File: config.mk
export PLATFORM = sky130hd
export DESIGN_NAME = fsqrt_seq
export DESIGN_NICKNAME = d
export VERILOG_FILES = /design/src/rtl/fsqrt_seq.sv
export SDC_FILE = /design/constraint.sdc
export NUM_CORES = 1
export LEC_CHECK = 0
export ABC_AREA = 0
export CAP_MARGIN = 30
export CORE_MARGIN = 2
export CORE_UTILIZATION = 55
export CTS_CLUSTER_DIAMETER = 60
export DETAILED_ROUTE_END_ITERATION = 6
export PLACE_DENSITY_LB_ADDON = 0.08
export SLEW_MARGIN = 20
export SYNTH_ARGS = -nofsm -noshare
export SYNTH_HDL_FRONTEND = slang
export SYNTH_SLANG_ARGS = --single-unit
File: constraint.sdc
create_clock -name clk -period 18.1 [get_ports clk]
set_input_delay 3.62 -clock clk [delete_from_list [all_inputs] [get_ports clk]]
set_output_delay 3.62 -clock clk [all_outputs]
set_load 0.005 [all_outputs]
File: src/rtl/fsqrt_seq.sv
// fsqrt_seq: iterative single-precision square root. A table seed is refined by Newton
// steps y <- 0.5*(y + x/y), each step issued as DIV, ADD, MUL to a shared FPU.
module fsqrt_seq #(
    parameter int unsigned ITERS = 2
) (
    input  logic        clk,
    input  logic        rst,
    input  logic        in_valid,
    output logic        in_ready,
    input  logic [31:0] in_x,
    output logic        out_valid,
    input  logic        out_ready,
    output logic [31:0] out_y,
    output logic        out_inv,
    output logic        fpu_req,
    output logic [1:0]  fpu_op,
    output logic [31:0] fpu_a,
    output logic [31:0] fpu_b,
    input  logic        fpu_gnt,
    input  logic        fpu_done,
    input  logic [31:0] fpu_res
);
    typedef enum logic [3:0] {
        IDLE, CLASS, SEED, DIV_REQ, DIV_WAIT, ADD_REQ, ADD_WAIT, MUL_REQ, MUL_WAIT, DONE
    } state_t;

    localparam logic [1:0]  OP_ADD = 2'b00;
    localparam logic [1:0]  OP_MUL = 2'b01;
    localparam logic [1:0]  OP_DIV = 2'b10;
    localparam logic [31:0] QNAN   = 32'h7FC00000;
    localparam logic [31:0] HALF   = 32'h3F000000;

    // Seed mantissa (7 MSBs) = sqrt at the lower edge of each 1/16 mantissa bucket,
    // exact for powers of four and for 2.25, so those inputs converge exactly.
    localparam logic [15:0][6:0] EVEN_TBL = {
        7'd50, 7'd47, 7'd44, 7'd41, 7'd38, 7'd35, 7'd32, 7'd29,
        7'd25, 7'd22, 7'd19, 7'd15, 7'd11, 7'd8,  7'd4,  7'd0
    };
    localparam logic [15:0][6:0] ODD_TBL = {
        7'd124, 7'd120, 7'd116, 7'd111, 7'd107, 7'd103, 7'd98, 7'd94,
        7'd89,  7'd84,  7'd79,  7'd74,  7'd69,  7'd64,  7'd59, 7'd53
    };

    state_t      state_q, state_d;
    logic [2:0]  iter_q, iter_d;
    logic [31:0] x_q, x_d, y_q, y_d, out_y_q, out_y_d, a_q, a_d, b_q, b_d;
    logic        out_inv_q, out_inv_d;
    logic [1:0]  op_q, op_d;
    logic [7:0]  seed_e;
    logic [6:0]  seed_m;
    logic [31:0] seed;

    // Biased exponent halves as (e+127)>>1; an even biased exponent means an odd true one.
    assign seed_e = 8'({1'b0, x_q[30:24]}) + 8'd63 + {7'b0, x_q[23]};
    assign seed_m = x_q[23] ? EVEN_TBL[x_q[22:19]] : ODD_TBL[x_q[22:19]];
    assign seed   = {1'b0, seed_e, seed_m, 16'b0};

    assign in_ready  = state_q == IDLE;
    assign out_valid = state_q == DONE;
    assign fpu_req   = state_q == DIV_REQ || state_q == ADD_REQ || state_q == MUL_REQ;
    assign out_y     = out_y_q;
    assign out_inv   = out_inv_q;
    assign fpu_op    = op_q;
    assign fpu_a     = a_q;
    assign fpu_b     = b_q;

    always_comb begin
        state_d   = state_q;
        iter_d    = iter_q;
        x_d       = x_q;
        y_d       = y_q;
        out_y_d   = out_y_q;
        out_inv_d = out_inv_q;
        op_d      = op_q;
        a_d       = a_q;
        b_d       = b_q;
        case (state_q)
            IDLE: if (in_valid) begin
                x_d     = in_x;
                state_d = CLASS;
            end
            CLASS: begin
                state_d = DONE;
                if (x_q[30:23] == 8'd0) begin
                    out_y_d   = {x_q[31], 31'b0};
                    out_inv_d = 1'b0;
                end else if (x_q[31] || (x_q[30:23] == 8'hFF && x_q[22:0] != 23'd0)) begin
                    out_y_d   = QNAN;
                    out_inv_d = 1'b1;
                end else if (x_q[30:23] == 8'hFF) begin
                    out_y_d   = x_q;
                    out_inv_d = 1'b0;
                end else begin
                    iter_d  = 3'd0;
                    state_d = SEED;
                end
            end
            SEED: begin
                y_d     = seed;
                op_d    = OP_DIV;
                a_d     = x_q;
                b_d     = seed;
                state_d = DIV_REQ;
            end
            DIV_REQ: state_d = fpu_gnt ? DIV_WAIT : DIV_REQ;
            ADD_REQ: state_d = fpu_gnt ? ADD_WAIT : ADD_REQ;
            MUL_REQ: state_d = fpu_gnt ? MUL_WAIT : MUL_REQ;
            DIV_WAIT: if (fpu_done) begin
                op_d    = OP_ADD;
                a_d     = y_q;
                b_d     = fpu_res;
                state_d = ADD_REQ;
            end
            ADD_WAIT: if (fpu_done) begin
                op_d    = OP_MUL;
                a_d     = fpu_res;
                b_d     = HALF;
                state_d = MUL_REQ;
            end
            MUL_WAIT: if (fpu_done) begin
                y_d = fpu_res;
                if (iter_q == 3'(ITERS - 1)) begin
                    out_y_d   = fpu_res;
                    out_inv_d = 1'b0;
                    state_d   = DONE;
                end else begin
                    iter_d  = iter_q + 3'd1;
                    op_d    = OP_DIV;
                    a_d     = x_q;
                    b_d     = fpu_res;
                    state_d = DIV_REQ;
                end
            end
            DONE: state_d = out_ready ? IDLE : DONE;
            default: state_d = IDLE;
        endcase
    end

    always_ff @(posedge clk or posedge rst) begin
        if (rst) begin
            state_q   <= IDLE;
            iter_q    <= 3'd0;
            x_q       <= 32'd0;
            y_q       <= 32'd0;
            out_y_q   <= 32'd0;
            out_inv_q <= 1'b0;
            op_q      <= 2'b00;
            a_q       <= 32'd0;
            b_q       <= 32'd0;
        end else begin
            state_q   <= state_d;
            iter_q    <= iter_d;
            x_q       <= x_d;
            y_q       <= y_d;
            out_y_q   <= out_y_d;
            out_inv_q <= out_inv_d;
            op_q      <= op_d;
            a_q       <= a_d;
            b_q       <= b_d;
        end
    end
endmodule
==> results of run 1 <==
through the flow:
step / setup WS, ps / cell area (sq um) / utilization / std cells
2_1_floorplan: 9877 / 8574 / - / 814
3_3_place_gp: 11740 / 10260 / 0.6750 / 1113
3_5_place_dp: 11880 / 10300 / 0.6776 / 1115
4_1_cts: 11980 / 10850 / 0.7135 / 1146
5_1_grt: 11840 / 10890 / 0.7166 / 1148
6_report: 11960 / 10890 / 0.7166 / 1148
final timing paths:
check	to	slack, ps	cells past startpoint
worst max-delay path	out_valid	11960	3
worst min-delay path	fpu_b[2]	470	2
worst max register to register	fpu_b[27]	15060	6
worst min register to register	fpu_b[2]	470	2
max in group asynchronous	fpu_b[21]	13140	4
min in group asynchronous	fpu_a[5]	3740	2
sequential cells by signal, indices dropped and copies added, names as in the netlist:
signal and count:
fpu_op 2, iter_q 3, y_q 32, state_q 4
fpu_a 32, x_q 32, fpu_b 32, out_y 32
out_inv 1
final cells by class:
type / instances / area, sq um
fill: 1125 / 4308
sequential: 170 / 4255
multi-input combinational: 560 / 3926
timing repair buffer: 185 / 1874
clock buffer: 22 / 454.2
tap: 188 / 235.2
clock inverter: 9 / 91.34
inverter: 14 / 57.56
tightest hold or removal path, stage by stage (launching register included):
cell and delay [ps]:
dfrtp_1 340, nand2_1 50, nand2_1 50
power by group:
group          leakage (nW)  total [W]  internal [W]  switching (W)
registers              2.11   0.000712      0.000541       0.000172
clock network         0.265   0.000342      0.000193       0.000149
logic                  2.27   0.000921      0.000474       0.000448
cell families (layout without fill, tap and decap cells):
logic type               Yosys count  in the layout  share of synthesized area
flip-flops                       170            170                     0.4961
AND/OR/NAND/NOR                  278            278                     0.1572
adder cells (fa/ha/maj)           14             14                    0.02043
AO/OA/AOI/OAI                    174            174                     0.1449
multiplexers                      88             88                     0.1272
XOR/XNOR                           6              6                   0.006129
buffers and inverters             84            230                    0.04801
cells in the final DEF, fill, tap and decap left out, types with 13 or more instances in the layout:
master / Yosys / layout
mux2_2: 54 / 54
a21oi_1: 19 / 19
clkdlybuf4s50_1: 0 / 171
a31oi_1: 38 / 38
and2_1: 22 / 22
a22oi_1: 35 / 35
inv_1: 14 / 13
o21ai_0: 32 / 32
mux2_4: 21 / 21
clkbuf_16: 0 / 17
nor2_1: 68 / 67
nand2_1: 77 / 77
dfrtp_1: 170 / 169
nand3_1: 55 / 55
ha_1: 14 / 14
metal layers:
layer,part of all wire,track usage
met1,0.42,0.4382
met2,0.48,0.4846
met3,0.079,0.04906
met4,0.023,0.1189
met5,0,0
==> key figures, run 1 <==
Clock network
  – CTS tree: done
  – Longest Clk Path Bufs: 2
  – Clock Root Buffer: clkbuf_16
  – CTS Buf Count: 17
  – Post-CTS sizing: 0
  – Clock-pin slew on the worst setup and hold paths: ~60 ps
  – Clk sink count: 170
  – Number of setup buffers added after CTS: 0
  – Htree depth: 4
  – Worst skew pair latency: between 400 and 500 ps
  – CTS Hold Buffers Added: 0

STA
  – RSZ-0062 raised after global routing: no
  – Final setup fails: 0
  – Relative slew slack: 0.4376
  – Final Critical Period: between 6000 and 7000 ps
  – Setup TNS: 0 ps
  – Final slew viol count: 0
  – Slew @ Worst Pin: ~840 ps
  – Final period util: 0.3391
  – Setup Skew: about 12 ps
  – Endpoints failing hold: 0
  – Fmax: approximately 160 MHz
  – Worst hold slack: between 400 and 500 ps

Worst setup path
  – Cells along the critical path: nand2b_1 > nor3b_1 > clkdlybuf4s50_1
  – CP peak stage delay: 840 ps
  – Worst setup SP type: register
  – Critical Path Start: state_q[3]
  – Slowest CP cell: dfrtp_1
  – Cell family with most CP delay: flip-flops
  – Arrival @ worst endpoint: around 2500 ps
  – Setup crit end kind: primary output
  – R2r startpoint: state_q[3]
  – Setup CP Type: register to primary output
  – Buffer and inverter count on the worst path: 1
  – Crit path required time: ~14,000 ps
  – Max FO, Critical Path: 25

Hold path
  – Hold path start: fpu_b[2]
  – Min-Delay Path Class: register to register

Synth
  – Area leader, netlist: dfrtp_1
  – Top cells by count, synth: 170 x dfrtp_1, 77 x nand2_1, 68 x nor2_1
  – Mapped Area: around 8600 sq um
  – Proportion of synthesized chip area in sequential cells: 0.4961
  – Count leader, synth: dfrtp_1
  – Post-synth top area share: 0.4961
  – Post-synth EDFFs: 0
  – Synthesized Nets: approximately 900
  – Synth Warn #: 0
  – Cells after synthesis: around 810
  – Library cells used by synthesis: 61
  – FF+latch count, synth: between 150 and 200
  – Ranking of synthesized cells by area: dfrtp_1 50%, mux2_2 7.1%, mux2_4 3.7%, nand2_1 3.4%, nand3_1 3.2%
  – Syn Area/Cell: 10.53 sq um
  – Asr flop ratio synth: 1.000
  – Post-synth top flop: dfrtp_1

Finish
  – Nets: 1,032
  – Layout area overhead: 27.05%
  – ANT cells: 0
  – Share of layout cells above drive strength 1: 0.1469

Run status
  – Status: complete, no violations

Route
  – DRC violations left: 0
  – Via density: roughly 6.3
  – Routed WL: 24,690 microns
  – DR iter-0 viols: ~700
  – Post-DR wirelength/cell: between 20 and 25 microns
  – ANT nets after route: 0
  – DRT Pass-1 Iters: 5
  – Via count: between 7,000 and 8,000

Global routing
  – Gr usage total: 0.3094
  – Gr ovfl total: 0
  – First-pass GRT wire length: 39,300 microns
  – Vias in the first global route: roughly 7,200
  – Largest net degree at the start of global routing: 93
  – Initial antenna violation count: 0

Power and ir drop
  – Leak pwr: 4.650 nW
  – Design Power: 0.001976 W
  – Power per cell area: between 150 and 200 nW/um^2
  – VDD IR-drop max: a little under 100 uV

Placed design
  – RD Place Congestion: between 0.9 and 1
  – PortBufs: around 170
  – Final HPWL DP: 16,450 microns

Floorplan
  – Top-Level Pins: around 170
  – Die Area: 16,600 sq um
  – Die H: between 100 and 150 microns
  – Core area: approximately 15,000 sq um
  – Core Rows: 45
  – Die width: around 130 microns
  – Initial Util: 0.5640

Flow run
  – Max-cap viol count: 0
Note: power is estimated with default switching activity, not from simulation.
==> run 2: changes to the inputs <==
--- a/config.mk
+++ b/config.mk
@@ -8,7 +8,7 @@
 export ABC_AREA = 0
 export CAP_MARGIN = 30
 export CORE_MARGIN = 2
-export CORE_UTILIZATION = 55
+export CORE_UTILIZATION = 47
 export CTS_CLUSTER_DIAMETER = 60
 export DETAILED_ROUTE_END_ITERATION = 6
 export PLACE_DENSITY_LB_ADDON = 0.08
==> constraint.sdc (replaced) <==
create_clock -name clk -period 5.2 [get_ports clk]
set_input_delay 1.04 -clock clk [delete_from_list [all_inputs] [get_ports clk]]
set_output_delay 1.04 -clock clk [all_outputs]
set_load 0.005 [all_outputs]
==> run 2 against run 1 <==
Compared with the run above:
- hold slack gained 0.82 ps
- register-to-register slack lost 13000 ps
- via count shrank 2.5%
- final cell count is 3.4% higher
- die area rose by 16%
- non-clock buffer count decreased by 2
- sequential cell count did not move
- clock power grew to 3.5 times the previous value
- design area is 0.20% higher
- largest power group unchanged
- sequential power rose to 3.5 times the previous value
- clock skew down 1.7 ps
- global-route usage fell by 5.2 points
==> key figures, run 2 (same netlist as run 1, synthesis figures left out) <==
Finish
  – Share of layout cells above drive strength 1: 0.1451 (-0.001781)
  – Layout area overhead: 27.30%
  – Core Util, Final: 0.6097 (-0.1069)
  – Most common cell after layout, fill and taps aside: clkdlybuf4s50_1
  – Fillcell total: 1,516 (+35%)
  – Highest-count cells in the layout ignoring fill and taps: 171 x clkdlybuf4s50_1, 169 x dfrtp_1, 77 x nand2_1
  – Area occupied by multi-input gates: 3931 sq um (+0.13%)
  – Total area of sequential cells: 4255 sq um (unchanged)
  – Design Area, Final: 10,920 sq um (+0.20%)
  – ANT cells: 0 (unchanged)
  – Nets: 1,030 (-0.19%)

Run status
  – Status: complete, no violations

Global routing
  – Largest net degree at the start of global routing: 171 (+84%)
  – Gr ovfl total: 0 (unchanged)
  – Vias in the first global route: 6,967 (-3.3%)
  – First-pass GRT wire length: 39,070 microns (-0.58%)
  – Gr usage total: 0.2573 (-0.05209)
  – Initial antenna violation count: 0 (unchanged)

Hold path
  – Worst Hold Depth: 2 (unchanged)
  – Hold path start: fpu_b[8]
  – Min-Delay Path Class: register to register
  – Hold Crit Endpoint: fpu_b[8]

Floorplan
  – Die width: 139.1 microns (+7.9%)
  – Core area: 17,900 sq um (+18%)
  – Die H: 139.1 microns (+7.9%)
  – Core Rows: 49 (+8.9%)
  – Die Area: 19,340 sq um (+16%)
  – Initial Util: 0.4790 (-0.08507)
  – Top-Level Pins: 172 (unchanged)

Worst setup path
  – R2r startpoint: state_q[3]
  – Setup slack, reg-to-reg: 2090 ps (-12,970 ps)
  – Worst reg-to-reg path cell count: 6 (unchanged)
  – Reg2reg end: fpu_b[18]
  – Critical Path Start: state_q[3]
  – Crit path required time: 4160 ps (-10,320 ps)
  – Max FO, Critical Path: 25 (unchanged)
  – Setup crit end kind: primary output
  – Worst setup SP type: register
  – Setup CP Type: register to primary output
  – Arrival @ worst endpoint: 2520 ps (about the same)

Clock network
  – Longest Clk Path Bufs: 2 (unchanged)
  – Clock Root Buffer: clkbuf_16
  – Clk sink count: 170 (unchanged)
  – Post-CTS sizing: 0 (unchanged)
  – CTS Buf Count: 17 (unchanged)
  – Number of setup buffers added after CTS: 0 (unchanged)
  – CTS tree: done
  – Htree depth: 4 (unchanged)
  – Clock-pin slew on the worst setup and hold paths: 60 ps (about the same)
  – CTS Hold Buffers Added: 0 (unchanged)
  – Worst skew pair latency: 430 ps (about the same)

STA
  – Final period util: 0.6839
  – Final Critical Period: between 3000 and 4000 ps
  – Fmax: ~280 MHz
  – Setup TNS: 0 ps (unchanged)
  – RSZ-0062 raised after global routing: no
  – Final slew viol count: 0 (unchanged)
  – Slew @ Worst Pin: 977.7 ps (+134.1 ps)
  – Final setup fails: 0 (unchanged)
  – Relative slew slack: 0.3482 (-0.08939)
  – Setup Skew: 9.930 ps (-1.687 ps)
  – Endpoints failing hold: 0 (unchanged)

Power and ir drop
  – VDD IR-drop max: 331.8 uV (+230%)
  – Leak pwr: 4.623 nW (-0.59%)
  – Power per cell area: 629.7 nW/um^2 (+250%)

Route
  – Post-DR wirelength/cell: 21.05 microns (-2.1%)
  – DR iter-0 viols: 599 (-15%)
  – Routed WL: 24,990 microns (+1.2%)
  – Via count: 7,017 (-2.5%)
  – Via density: 5.912 (-5.7%)
  – ANT nets after route: 0 (unchanged)
  – DRC violations left: 0 (unchanged)
  – DRT Pass-1 Iters: 5 (unchanged)

Placed design
  – Dpl cell area: 10,340 sq um (+0.39%)
  – RD Place Congestion: 0.8734 (-4.5%)
  – Final HPWL DP: 16,690 microns (+1.5%)
  – PortBufs: 171 (unchanged)

Flow run
  – Max-cap viol count: 0 (unchanged)
==> run 2: area by class of cell <==
| cell class | instances | share of cell area |
|---|---|---|
| repair buffers | 183 | 0.1696 |
| clock buffers | 21 | 0.04035 |
| flip-flops and latches | 170 | 0.3898 |
| inverters | 14 | 0.005158 |
| multi-input cells | 560 | 0.3602 |
| clock inverters | 10 | 0.008597 |
| well taps | 229 | 0.02625 |
==> run 2: critical path, cell delays in order (launching register included) <==
cell,delay (ps)
dfrtp_1,890
nand2b_1,260
nor3b_1,380
clkdlybuf4s50_1,570
==> run 2: metal layers <==
metal  global-route usage  vias to the layer above  routed length (microns)
met5                    0                        -                        0
met3              0.04834                       45                     1603
li1                     -                     3181                        -
met4              0.09197                        0                      646
met2               0.3889                      322                    11410
met1               0.3733                     3469                    11330
==> run 2: stage by stage <==
| stage | setup slack, ps | power (W) | std cells | hold slack [ps] |
|---|---|---|---|---|
| detailed placement | 1400 | 0.005649 | 1154 | 456.8 |
| floorplan | 1991 | 0.004306 | 814 | 450.7 |
| global placement | 1484 | 0.005525 | 1153 | 451.8 |
| global route | 1453 | 0.007301 | 1187 | 503.4 |
| CTS | 1655 | 0.006859 | 1185 | 471.5 |
| finish | 1644 | 0.006874 | 1187 | 467.4 |
==> run 2: report_power, final <==
part / internal, W / total (W) / switching, W
clock: 0.000659 / 0.00119 / 0.000533
sequential: 0.00188 / 0.00248 / 0.000604
combinational: 0.00165 / 0.00320 / 0.00155
==> run 2: worst max-delay path by stage <==
| stage | to | cells past startpoint |
|---|---|---|
| after detailed placement | out_y[15] | 6 |
| final | out_valid | 3 |
| after global routing | out_valid | 3 |
| after floorplan | fpu_a[0] | 1 |
| after CTS | out_valid | 3 |
| after global placement | out_y[13] | 6 |
